File: src/rtl/spi_dac_rx.sv
// spi_dac_rx: MCP49x1-style SPI DAC receiver with a small memory-mapped
// status/control window. SPI pins are synchronized into clk and sampled
// on their synchronized edges; frames land in an input register and move
// to the output register on an LDAC falling edge (or immediately while
// LDAC is held low).
// Optional feature: define SPI_DAC_RX_ERRCNT_EN to keep an 8-bit saturating
// count of rejected frames (read in word 2 bits [7:0]).
module spi_dac_rx #(
    parameter int SYNC_STAGES = 2
) (
    input  logic        clk,
    input  logic        resetn,
    input  logic        valid,
    output logic        ready,
    input  logic [31:0] addr,
    input  logic [3:0]  wstrb,
    input  logic [31:0] wdata,
    output logic [31:0] rdata,
    input  logic        cs,
    input  logic        scl,
    input  logic        sdi,
    input  logic        ldac,
    output logic [11:0] dac_out,
    output logic        gain_x2,
    output logic        buf_en,
    output logic        active,
    output logic        update
);

    typedef enum logic {IDLE, SHIFT} state_t;

    // Pin order inside the synchronizer: {cs, scl, sdi, ldac}; idle levels 1,0,0,1.
    localparam logic [3:0]  PIN_IDLE  = 4'b1001;
    localparam logic [2:0]  EDGE_IDLE = 3'b101;  // {cs, scl, ldac}
    localparam logic [15:0] REG_RST   = 16'h7000;
    localparam int          SETTLE_W  = $clog2(SYNC_STAGES + 2);
    localparam logic [SETTLE_W-1:0] SETTLE_DONE = SETTLE_W'(SYNC_STAGES + 1);

    logic [SYNC_STAGES-1:0][3:0] sync_q;
    logic [3:0]          pins_s;
    logic [2:0]          prev_q;
    logic [SETTLE_W-1:0] settle_q;
    logic                settled;
    logic                cs_rise, cs_fall, scl_rise, ldac_fall, sdi_s, ldac_s;

    state_t      state_q, state_d;
    logic        start, shift_en, frame_end, frame_ok, clr;
    logic [15:0] shreg_q, shreg_d;
    logic [4:0]  cnt_q, cnt_d;
    logic [15:0] in_q, in_d;
    logic [15:0] out_q, out_d;
    logic        upd_q, upd_d;
    logic [15:0] frame_cnt_q, frame_cnt_d;
    logic [7:0]  err_view;
    logic        ready_q;
    logic [31:0] rdata_q, rd_mux;
    logic        unused_bus;

    // Synchronize the SPI pins and hold off edge detection until the chain
    // and the edge flops carry real pin levels after reset.
    always_ff @(posedge clk) begin
        if (!resetn) begin
            sync_q   <= {SYNC_STAGES{PIN_IDLE}};
            prev_q   <= EDGE_IDLE;
            settle_q <= '0;
        end else begin
            sync_q   <= {sync_q[SYNC_STAGES-2:0], {cs, scl, sdi, ldac}};
            prev_q   <= {pins_s[3], pins_s[2], pins_s[0]};
            if (!settled)
                settle_q <= settle_q + SETTLE_W'(1);
        end
    end

    assign pins_s    = sync_q[SYNC_STAGES-1];
    assign settled   = (settle_q == SETTLE_DONE);
    assign sdi_s     = pins_s[1];
    assign ldac_s    = pins_s[0];
    assign cs_rise   = settled &  pins_s[3] & ~prev_q[2];
    assign cs_fall   = settled & ~pins_s[3] &  prev_q[2];
    assign scl_rise  = settled &  pins_s[2] & ~prev_q[1];
    assign ldac_fall = settled & ~pins_s[0] &  prev_q[0];

    // Frame FSM state register.
    always_ff @(posedge clk) begin
        if (!resetn) state_q <= IDLE;
        else         state_q <= state_d;
    end

    // Frame FSM next state: a cs falling edge opens a frame, a rising edge always closes it.
    always_comb begin
        state_d = state_q;
        case (state_q)
            IDLE:    if (cs_fall) state_d = SHIFT;
            SHIFT:   if (cs_rise) state_d = IDLE;
            default: state_d = IDLE;
        endcase
    end

    // Frame FSM outputs: clear on frame start, shift on scl rise, evaluate on frame end.
    always_comb begin
        start     = 1'b0;
        shift_en  = 1'b0;
        frame_end = 1'b0;
        case (state_q)
            IDLE:  start = cs_fall;
            SHIFT: begin
                frame_end = cs_rise;
                shift_en  = scl_rise & ~cs_rise;
            end
            default: ;
        endcase
    end

    assign frame_ok = frame_end && (cnt_q == 5'd16) && !shreg_q[15];
    assign clr      = valid && (addr[3:2] == 2'd3) && (|wstrb);

    // Next-state for shifter, DAC registers, update pulse and frame counter.
    always_comb begin
        shreg_d     = shreg_q;
        cnt_d       = cnt_q;
        in_d        = in_q;
        out_d       = out_q;
        upd_d       = 1'b0;
        frame_cnt_d = frame_cnt_q;
        if (start) begin
            shreg_d = '0;
            cnt_d   = '0;
        end else if (shift_en) begin
            shreg_d = {shreg_q[14:0], sdi_s};
            if (cnt_q != 5'd17)
                cnt_d = cnt_q + 5'd1;
        end
        if (frame_ok)
            in_d = shreg_q;
        // LDAC held low makes the output register follow each accepted frame;
        // a coincident LDAC edge therefore also picks up the new frame.
        if (frame_ok && !ldac_s) begin
            out_d = shreg_q;
            upd_d = 1'b1;
        end else if (ldac_fall) begin
            out_d = in_q;
            upd_d = 1'b1;
        end
        if (clr)
            frame_cnt_d = '0;
        else if (frame_ok)
            frame_cnt_d = frame_cnt_q + 16'd1;
    end

    // Datapath and counter registers.
    always_ff @(posedge clk) begin
        if (!resetn) begin
            shreg_q     <= '0;
            cnt_q       <= '0;
            in_q        <= REG_RST;
            out_q       <= REG_RST;
            upd_q       <= 1'b0;
            frame_cnt_q <= '0;
        end else begin
            shreg_q     <= shreg_d;
            cnt_q       <= cnt_d;
            in_q        <= in_d;
            out_q       <= out_d;
            upd_q       <= upd_d;
            frame_cnt_q <= frame_cnt_d;
        end
    end

`ifdef SPI_DAC_RX_ERRCNT_EN
    logic [7:0] err_cnt_q, err_cnt_d;
    logic       err_frame;

    assign err_frame = frame_end & ~frame_ok;

    // Saturating count of rejected frames; a clear request takes priority.
    always_comb begin
        err_cnt_d = err_cnt_q;
        if (clr)
            err_cnt_d = '0;
        else if (err_frame && (err_cnt_q != 8'hFF))
            err_cnt_d = err_cnt_q + 8'd1;
    end

    // Error counter register.
    always_ff @(posedge clk) begin
        if (!resetn) err_cnt_q <= '0;
        else         err_cnt_q <= err_cnt_d;
    end

    assign err_view = err_cnt_q;
`else
    assign err_view = 8'h00;
`endif

    // Read mux, word-decoded on addr[3:2].
    always_comb begin
        rd_mux = 32'h0;
        case (addr[3:2])
            2'd0:    rd_mux = {16'h0, in_q};
            2'd1:    rd_mux = {16'h0, out_q};
            2'd2:    rd_mux = {frame_cnt_q, 8'h00, err_view};
            default: rd_mux = 32'h0;
        endcase
    end

    // Bus acknowledge one cycle after the request, with registered read data.
    always_ff @(posedge clk) begin
        if (!resetn) begin
            ready_q <= 1'b0;
            rdata_q <= '0;
        end else begin
            ready_q <= valid;
            rdata_q <= valid ? rd_mux : 32'h0;
        end
    end

    assign unused_bus = ^{addr[31:4], addr[1:0], wdata};

    assign ready   = ready_q;
    assign rdata   = rdata_q;
    assign update  = upd_q;
    assign dac_out = out_q[12] ? out_q[11:0] : 12'h000;
    assign gain_x2 = ~out_q[13];
    assign buf_en  = out_q[14];
    assign active  = out_q[12];

endmodule

File: config.mk
export PLATFORM = sky130hd
export DESIGN_NAME = spi_dac_rx
export DESIGN_NICKNAME = d
export VERILOG_FILES = /design/src/rtl/spi_dac_rx.sv
export SDC_FILE = /design/constraint.sdc
export NUM_CORES = 1
export LEC_CHECK = 0
export CAP_MARGIN = 5
export CELL_PAD_IN_SITES_DETAIL_PLACEMENT = 1
export CELL_PAD_IN_SITES_GLOBAL_PLACEMENT = 1
export CORE_ASPECT_RATIO = 1.5
export CORE_UTILIZATION = 30
export CTS_BUF_LIST = sky130_fd_sc_hd__clkbuf_16
export CTS_CLUSTER_SIZE = 16
export DETAILED_ROUTE_END_ITERATION = 8
export PLACE_DENSITY = 0.71
export SLEW_MARGIN = 25
export SYNTH_ARGS = -nofsm -noshare
export SYNTH_HDL_FRONTEND = slang
export SYNTH_SLANG_ARGS = --single-unit
File: constraint.sdc
create_clock -name clk -period 3.3 [get_ports clk]
set_clock_uncertainty 0.2 [all_clocks]
set_input_delay 0.66 -clock clk [delete_from_list [all_inputs] [get_ports clk]]
set_output_delay 0.66 -clock clk [all_outputs]
set_load 0.005 [all_outputs]
==> results of run 1 <==
-- layout by cell type, fill, tap and decap left out, types with 4 or more instances in the layout --
cell and n:
clkinv_4 4, dfxtp_1 117, nand2_1 74, nor2_1 31, or4_1 10, a21oi_1 39, o211ai_1 12, o311a_1 4
ha_1 5, clkbuf_16 17, nand2b_1 6, nor4_1 5, and2_1 34, buf_4 10, xnor2_1 6, nand3_1 26
o21a_1 6, o21ai_0 12, or3_1 5, mux2i_1 26, clkdlybuf4s50_1 61, nor3_1 4, inv_1 17, o31ai_1 5
-- power by group through the flow --
| stage | logic (W) | clock network [W] | registers (W) |
|---|---|---|---|
| after floorplan | 0.0000545 | 0 | 0.00146 |
| after global placement | 0.0000909 | 0 | 0.00147 |
| final | 0.0000941 | 0.00188 | 0.00144 |
| after global routing | 0.000103 | 0.00199 | 0.00144 |
| after detailed placement | 0.0000937 | 0 | 0.00147 |
| after CTS | 0.0000957 | 0.00192 | 0.00144 |
-- metal layers --
metal | up-vias | routed length (microns) | track usage (%)
met5 | - | 0 | 0
met4 | 0 | 267 | 7.86
met3 | 21 | 305 | 4.17
met2 | 69 | 5980 | 28.6
met1 | 1822 | 4630 | 16.3
li1 | 1825 | - | -
-- per-stage QoR --
step / utilization [%] / worst slack (ns) / cells / hold slack (ns)
after floorplan: - / 0.969 / 500 / 0.186
after global placement: 36.3 / 0.596 / 735 / 0.193
after detailed placement: 36.3 / 0.561 / 735 / 0.202
after CTS: 40.5 / 0.632 / 767 / 0.216
after global routing: 40.5 / 0.528 / 767 / 0.242
final: 40.5 / 0.682 / 767 / 0.210
-- layout make-up --
type / instances / area [sq um]
fill: 1696 / 8690
sequential: 117 / 2340
multi-input combinational: 333 / 1960
timing repair buffer: 71 / 686
clock buffer: 17 / 425
tap: 196 / 245
clock inverter: 15 / 180
inverter: 18 / 67.6
-- cells by family after synthesis --
kind of cell | after synthesis
compound gates | 83
xor+xnor | 7
flops | 117
simple gates | 212
buf+inv | 50
mux | 26
fa+ha+maj | 5
-- flip-flops by register name, summed over array words and instances, names as in the netlist --
| signal | cells |
|---|---|
| cnt_q | 5 |
| frame_cnt_q | 16 |
| in_q | 16 |
| out_q | 16 |
| pins_s | 4 |
| prev_q | 3 |
| rdata | 32 |
| ready | 1 |
| settle_q | 2 |
| shreg_q | 16 |
| state_q | 1 |
| sync_q | 4 |
| update | 1 |
-- path summary, 6_finish.rpt --
path	to	slack (ns)	depth (start not counted)
max	dac_out[2]	0.68	2
min	pins_s[3]	0.21	1
max reg2reg	frame_cnt_q[15]	0.73	4
min reg2reg	pins_s[3]	0.21	1
-- worst max-delay path, delay by kind of cell, from the launching register on --
kind                   cells  cell delay, ns
AND/OR/NAND/NOR            1            0.20
flip-flops                 1            0.64
buffers and inverters      1            0.50
==> results.sh, run 1 <==
export IMPL_port_buffers=61
export IMPL_synth_seq_area_share_pct=52.2
export IMPL_cts_tree="yes"
export IMPL_cts_root_buf="clkbuf_16"
export IMPL_power_share_sequential_pct=42.2
export IMPL_cap_viol_max_count=0
export IMPL_layout_drive_gt1_share_pct=8.41
export IMPL_critPathRequiredTime_ns=2.44
export IMPL_wl_per_cell_microns=14.6
export IMPL_finalHoldViolations=0
export IMPL_cts_buffer_depth=2
export IMPL_synth_top_family_by_area="simple AND/OR/NAND/NOR gates"
export IMPL_hp_class="reg -> reg"
export IMPL_synthTopCellsByCount="117 x dfxtp_1, 74 x nand2_1, 39 x a21oi_1"
export IMPL_cts_resized=0
export IMPL_finalWirelength_mm=11.2
export IMPL_synth_compound_area_share_pct=11.3
export IMPL_slew_violations=0
export IMPL_synthMuxAreaShare_pct=5.81
export IMPL_ant_nets=0
export IMPL_intPower_w=0.00266
export IMPL_synth_xor_area_share_pct=1.37
export IMPL_syn_cell_area_sq_um=4480
export IMPL_cts_hold_buf=0
export IMPL_p_switching_w=0.000749
export IMPL_ys_warn_count=0
export IMPL_p_leak_nw=2.13
export IMPL_rows=54
export IMPL_vias=3737
export IMPL_grt_max_degree=42
export IMPL_die_area_sq_um=15400
export IMPL_dp_hpwl_mm=7.31
export IMPL_max_freq_mhz=382
export IMPL_cp_slowest_cell="dfxtp_1"
export IMPL_synth_top_area_share_pct=52.2
export IMPL_tightest_slew_ns=0.750
export IMPL_p_per_area_nw_per_um2=576
export IMPL_dr_pass1_iters=5
export IMPL_htree_levels=4
export IMPL_cp_start_kind="register"
export IMPL_syn_avg_cell_area_sq_um=8.97
export IMPL_synth_cell_types=38
export IMPL_areaGrowthSynthToFinish_pct=31.8
export IMPL_diodes=0
export IMPL_fp_dieW_microns=102
export IMPL_dpl_cell_area_sq_um=5300
export IMPL_synth_fa_ha_area_share_pct=1.40
export IMPL_grt_setup_unrepaired="no"
export IMPL_syn_inst=500
export IMPL_post_route_min_period_ns=2.62
export IMPL_ys_ff_latch=117
export IMPL_place_congestion=0.717
export IMPL_synth_top_area_cell="dfxtp_1"
export IMPL_cp_slowest_stage_delay_ns=0.64
export IMPL_clkLatencyLatePin_ns=0.42
export IMPL_crit_start="out_q[12]"
export IMPL_arrival_ns=1.76
export IMPL_initial_utilization_pct=30.7
export IMPL_synthSimpleGateAreaFrac_pct=23.6
export IMPL_final_net_count=638
export IMPL_path_clk_slew_ns=0.06
export IMPL_grt_pass1_wl_mm=18.5
export IMPL_synth_edf_count=0
export IMPL_cp_end_kind="output port"
export IMPL_drtIter0Drc=143
export IMPL_hp_start="sync_q[3]"
export IMPL_synth_main_ff_cell="dfxtp_1"
export IMPL_fin_setup_tns_ns=0
export IMPL_yosysMostFrequentCell="dfxtp_1"
export IMPL_async_flop_share_pct=0
export IMPL_die_y_microns=152
export IMPL_vdd_ir_drop_max_mv=0.245
export IMPL_p_clk_share_pct=55.1
export IMPL_total_power_w=0.00341
export IMPL_min_period_over_period_pct=79.3
export IMPL_drc=0
export IMPL_slew_headroom_pct=49.8
export IMPL_via_per_inst=4.87
export IMPL_criticalPathCategory="reg -> out"
export IMPL_post_cts_buffers=0
export IMPL_coreArea_sq_um=14600
export IMPL_synth_area_leaders="dfxtp_1 52%, nand2_1 6.2%, mux2i_1 5.8%, and2_1 4.7%, a21oi_1 4.4%"
export IMPL_outcome="finished clean"
export IMPL_comb_power_share_pct=2.8
export IMPL_postSynthNetCount=580
export IMPL_cts_sinks=117
export IMPL_grt_pass1_vias=3833
export IMPL_r2r_start="cnt_q[4]"
export IMPL_stdcell_area_sq_um=5910
export IMPL_crit_chain="and2_1 -> clkdlybuf4s50_1"
export IMPL_antenna_found_initial=0
export IMPL_grt_ovfl_total=0
export IMPL_grtUsageTotal_pct=15.7
export IMPL_cts_buffers=17
export IMPL_power_switching_share_pct=22.0
export IMPL_io_pins=124
export IMPL_path_max_fanout=15
export IMPL_setup_violations=0
Power figures use the tool's default switching activity.
==> run 2, diff against run 1 <==
--- a/config.mk
+++ b/config.mk
@@ -13,7 +13,7 @@
 export CTS_BUF_LIST = sky130_fd_sc_hd__clkbuf_16
 export CTS_CLUSTER_SIZE = 16
 export DETAILED_ROUTE_END_ITERATION = 8
-export PLACE_DENSITY = 0.71
+export PLACE_DENSITY = 0.74
 export SLEW_MARGIN = 25
 export SYNTH_ARGS = -nofsm -noshare
 export SYNTH_HDL_FRONTEND = slang
==> constraint.sdc (replaced) <==
create_clock -name clk -period 2.2 [get_ports clk]
set_clock_uncertainty 0.2 [all_clocks]
set_input_delay 0.44 -clock clk [delete_from_list [all_inputs] [get_ports clk]]
set_output_delay 0.44 -clock clk [all_outputs]
set_load 0.005 [all_outputs]
==> run 2 against run 1 <==
  * Global-route usage up 1.2 points
  * Total power up 53%
  * Setup slack worse by 0.67 ns
==> results.sh, run 2 (synthesized netlist as in run 1, its figures left out) <==
export IMPL_cp_slowest_stage_delay_ns=0.62
export IMPL_dr_pass1_iters=4
export IMPL_fill_cells=1682
export IMPL_hold_ws_ns=0.207
export IMPL_dp_slack_ns=-0.277
export IMPL_met3_usage_pct=3.58
export IMPL_final_net_count=679
export IMPL_layout_common_cells="111 x dfxtp_1, 74 x nand2_1, 50 x clkdlybuf4s50_1"
export IMPL_cp_slowest_cell="or4_4"
export IMPL_grt_setup_unrepaired="yes"
export IMPL_post_route_min_period_ns=2.19
export IMPL_ant_nets=0
export IMPL_tightest_slew_ns=0.391
export IMPL_cts_buffers=17
export IMPL_cp_end_kind="register"
export IMPL_cts_buffer_depth=2
export IMPL_crit_chain="nand4b_1 -> or4_4 -> buf_6 -> or4_4 -> nand2_1"
export IMPL_clkLatencyLatePin_ns=0.41
export IMPL_top_usage_layer="met2"
export IMPL_grtUsageTotal_pct=16.9
export IMPL_die_y_microns=152
export IMPL_layout_area_seq_sq_um=2350
export IMPL_arrival_ns=2.34
export IMPL_fin_setup_tns_ns=0
export IMPL_initial_utilization_pct=30.7
export IMPL_crit_buf_inv=1
export IMPL_cts_root_buf="clkbuf_16"
export IMPL_max_freq_mhz=457
export IMPL_grt_pass1_vias=4128
export IMPL_grtUsageMet2_pct=32.8
export IMPL_grt_max_degree=28
export IMPL_final_common_cell="dfxtp_1"
export IMPL_path_delay_family="simple AND/OR/NAND/NOR gates"
export IMPL_place_congestion=0.786
export IMPL_htree_levels=4
export IMPL_met1_usage_pct=16.8
export IMPL_drtIter0Drc=156
export IMPL_multi_input_area_sq_um=2030
export IMPL_fp_dieW_microns=102
export IMPL_via_per_inst=4.91
export IMPL_cts_tree="yes"
export IMPL_port_buffers=61
export IMPL_cts_sinks=117
export IMPL_areaGrowthSynthToFinish_pct=42.2
export IMPL_coreArea_sq_um=14600
export IMPL_antenna_found_initial=0
export IMPL_critPathRequiredTime_ns=2.35
export IMPL_largest_reg_flops=32
export IMPL_dp_hpwl_mm=8.14
export IMPL_setup_violations=0
export IMPL_total_power_w=0.00520
export IMPL_path_max_fanout=7
export IMPL_wl_per_cell_microns=16.0
export IMPL_vias=3965
export IMPL_dpl_cell_area_sq_um=5580
export IMPL_layout_drive_gt1_share_pct=17.2
export IMPL_cpMostUsedCell="or4_4"
export IMPL_drc=0
export IMPL_diodes=0
export IMPL_worst_slack_ns=0.0109
export IMPL_slew_headroom_pct=73.9
export IMPL_r2r_start="prev_q[2]"
export IMPL_stdcell_area_sq_um=6370
export IMPL_min_period_over_period_pct=99.5
export IMPL_criticalPathCategory="reg -> reg"
export IMPL_p_per_area_nw_per_um2=817
export IMPL_p_leak_nw=2.54
export IMPL_hp_start="sync_q[0]"
export IMPL_grt_ovfl_total=0
export IMPL_finalWirelength_mm=12.9
export IMPL_slew_violations=0
export IMPL_crit_start="prev_q[2]"
export IMPL_finalHoldViolations=0
export IMPL_rows=54
export IMPL_vdd_ir_drop_max_mv=0.426
export IMPL_cp_start_kind="register"
export IMPL_die_area_sq_um=15400
export IMPL_cap_viol_max_count=0
export IMPL_grt_pass1_wl_mm=19.9
export IMPL_path_clk_slew_ns=0.05
export IMPL_io_pins=124
export IMPL_hp_class="reg -> reg"
export IMPL_outcome="finished clean"
==> run 2: changes by cell type in the layout (fill, tap and decap cells not counted), sizes merged, moves of 2 or more <==
cell,previous run,this run
buf,10,50
dlygate4sd2,0,3
dlymetal6s2s,0,8
clkinvlp,3,1
clkdlybuf4s50,61,50
==> run 2: power breakdown <==
group	total (W)	leakage [nW]	internal, W	switching [W]
Clock	0.00286	0.309	0.00188	0.000980
Combinational	0.000188	1.29	0.0000899	0.0000978
Sequential	0.00216	0.947	0.00214	0.0000151
Total	0.00520	2.54	0.00411	0.00109
==> run 2: repair_timing <==
action,4_1_cts,5_1_grt
pin swaps,6,5
hold buffers,0,0
buffers inserted,5,4
cloned,0,2
gates resized for setup,11,29
setup endpoints to repair,34,31
==> run 2: path summary, 6_finish.rpt <==
kind / slack [ns] / cells past startpoint / end
max: 0.01 / 5 / frame_cnt_q[3]
min: 0.21 / 1 / pins_s[0]
max reg2reg: 0.01 / 5 / frame_cnt_q[3]
min reg2reg: 0.21 / 1 / pins_s[0]
==> run 2: cell type report <==
type | count | share of cell area (%)
clock buffers | 17 | 6.67
clock inverters | 15 | 2.98
inverters | 18 | 1.06
multi-input cells | 334 | 31.9
flip-flops and latches | 117 | 36.9
well taps | 196 | 3.85
repair buffers | 111 | 16.6
==> run 2: per-layer routing <==
metal  routed length [microns]  up-vias
met4                       154        0
li1                          -     1902
met3                       475       13
met2                      7120       93
met5                         0        -
met1                      5170     1957
==> run 2: per-stage QoR <==
step	std cells	utilization, %
final	808	43.7
after global routing	808	43.7
after CTS	803	42.8
after detailed placement	766	38.2
after global placement	766	38.2
after floorplan	500	-
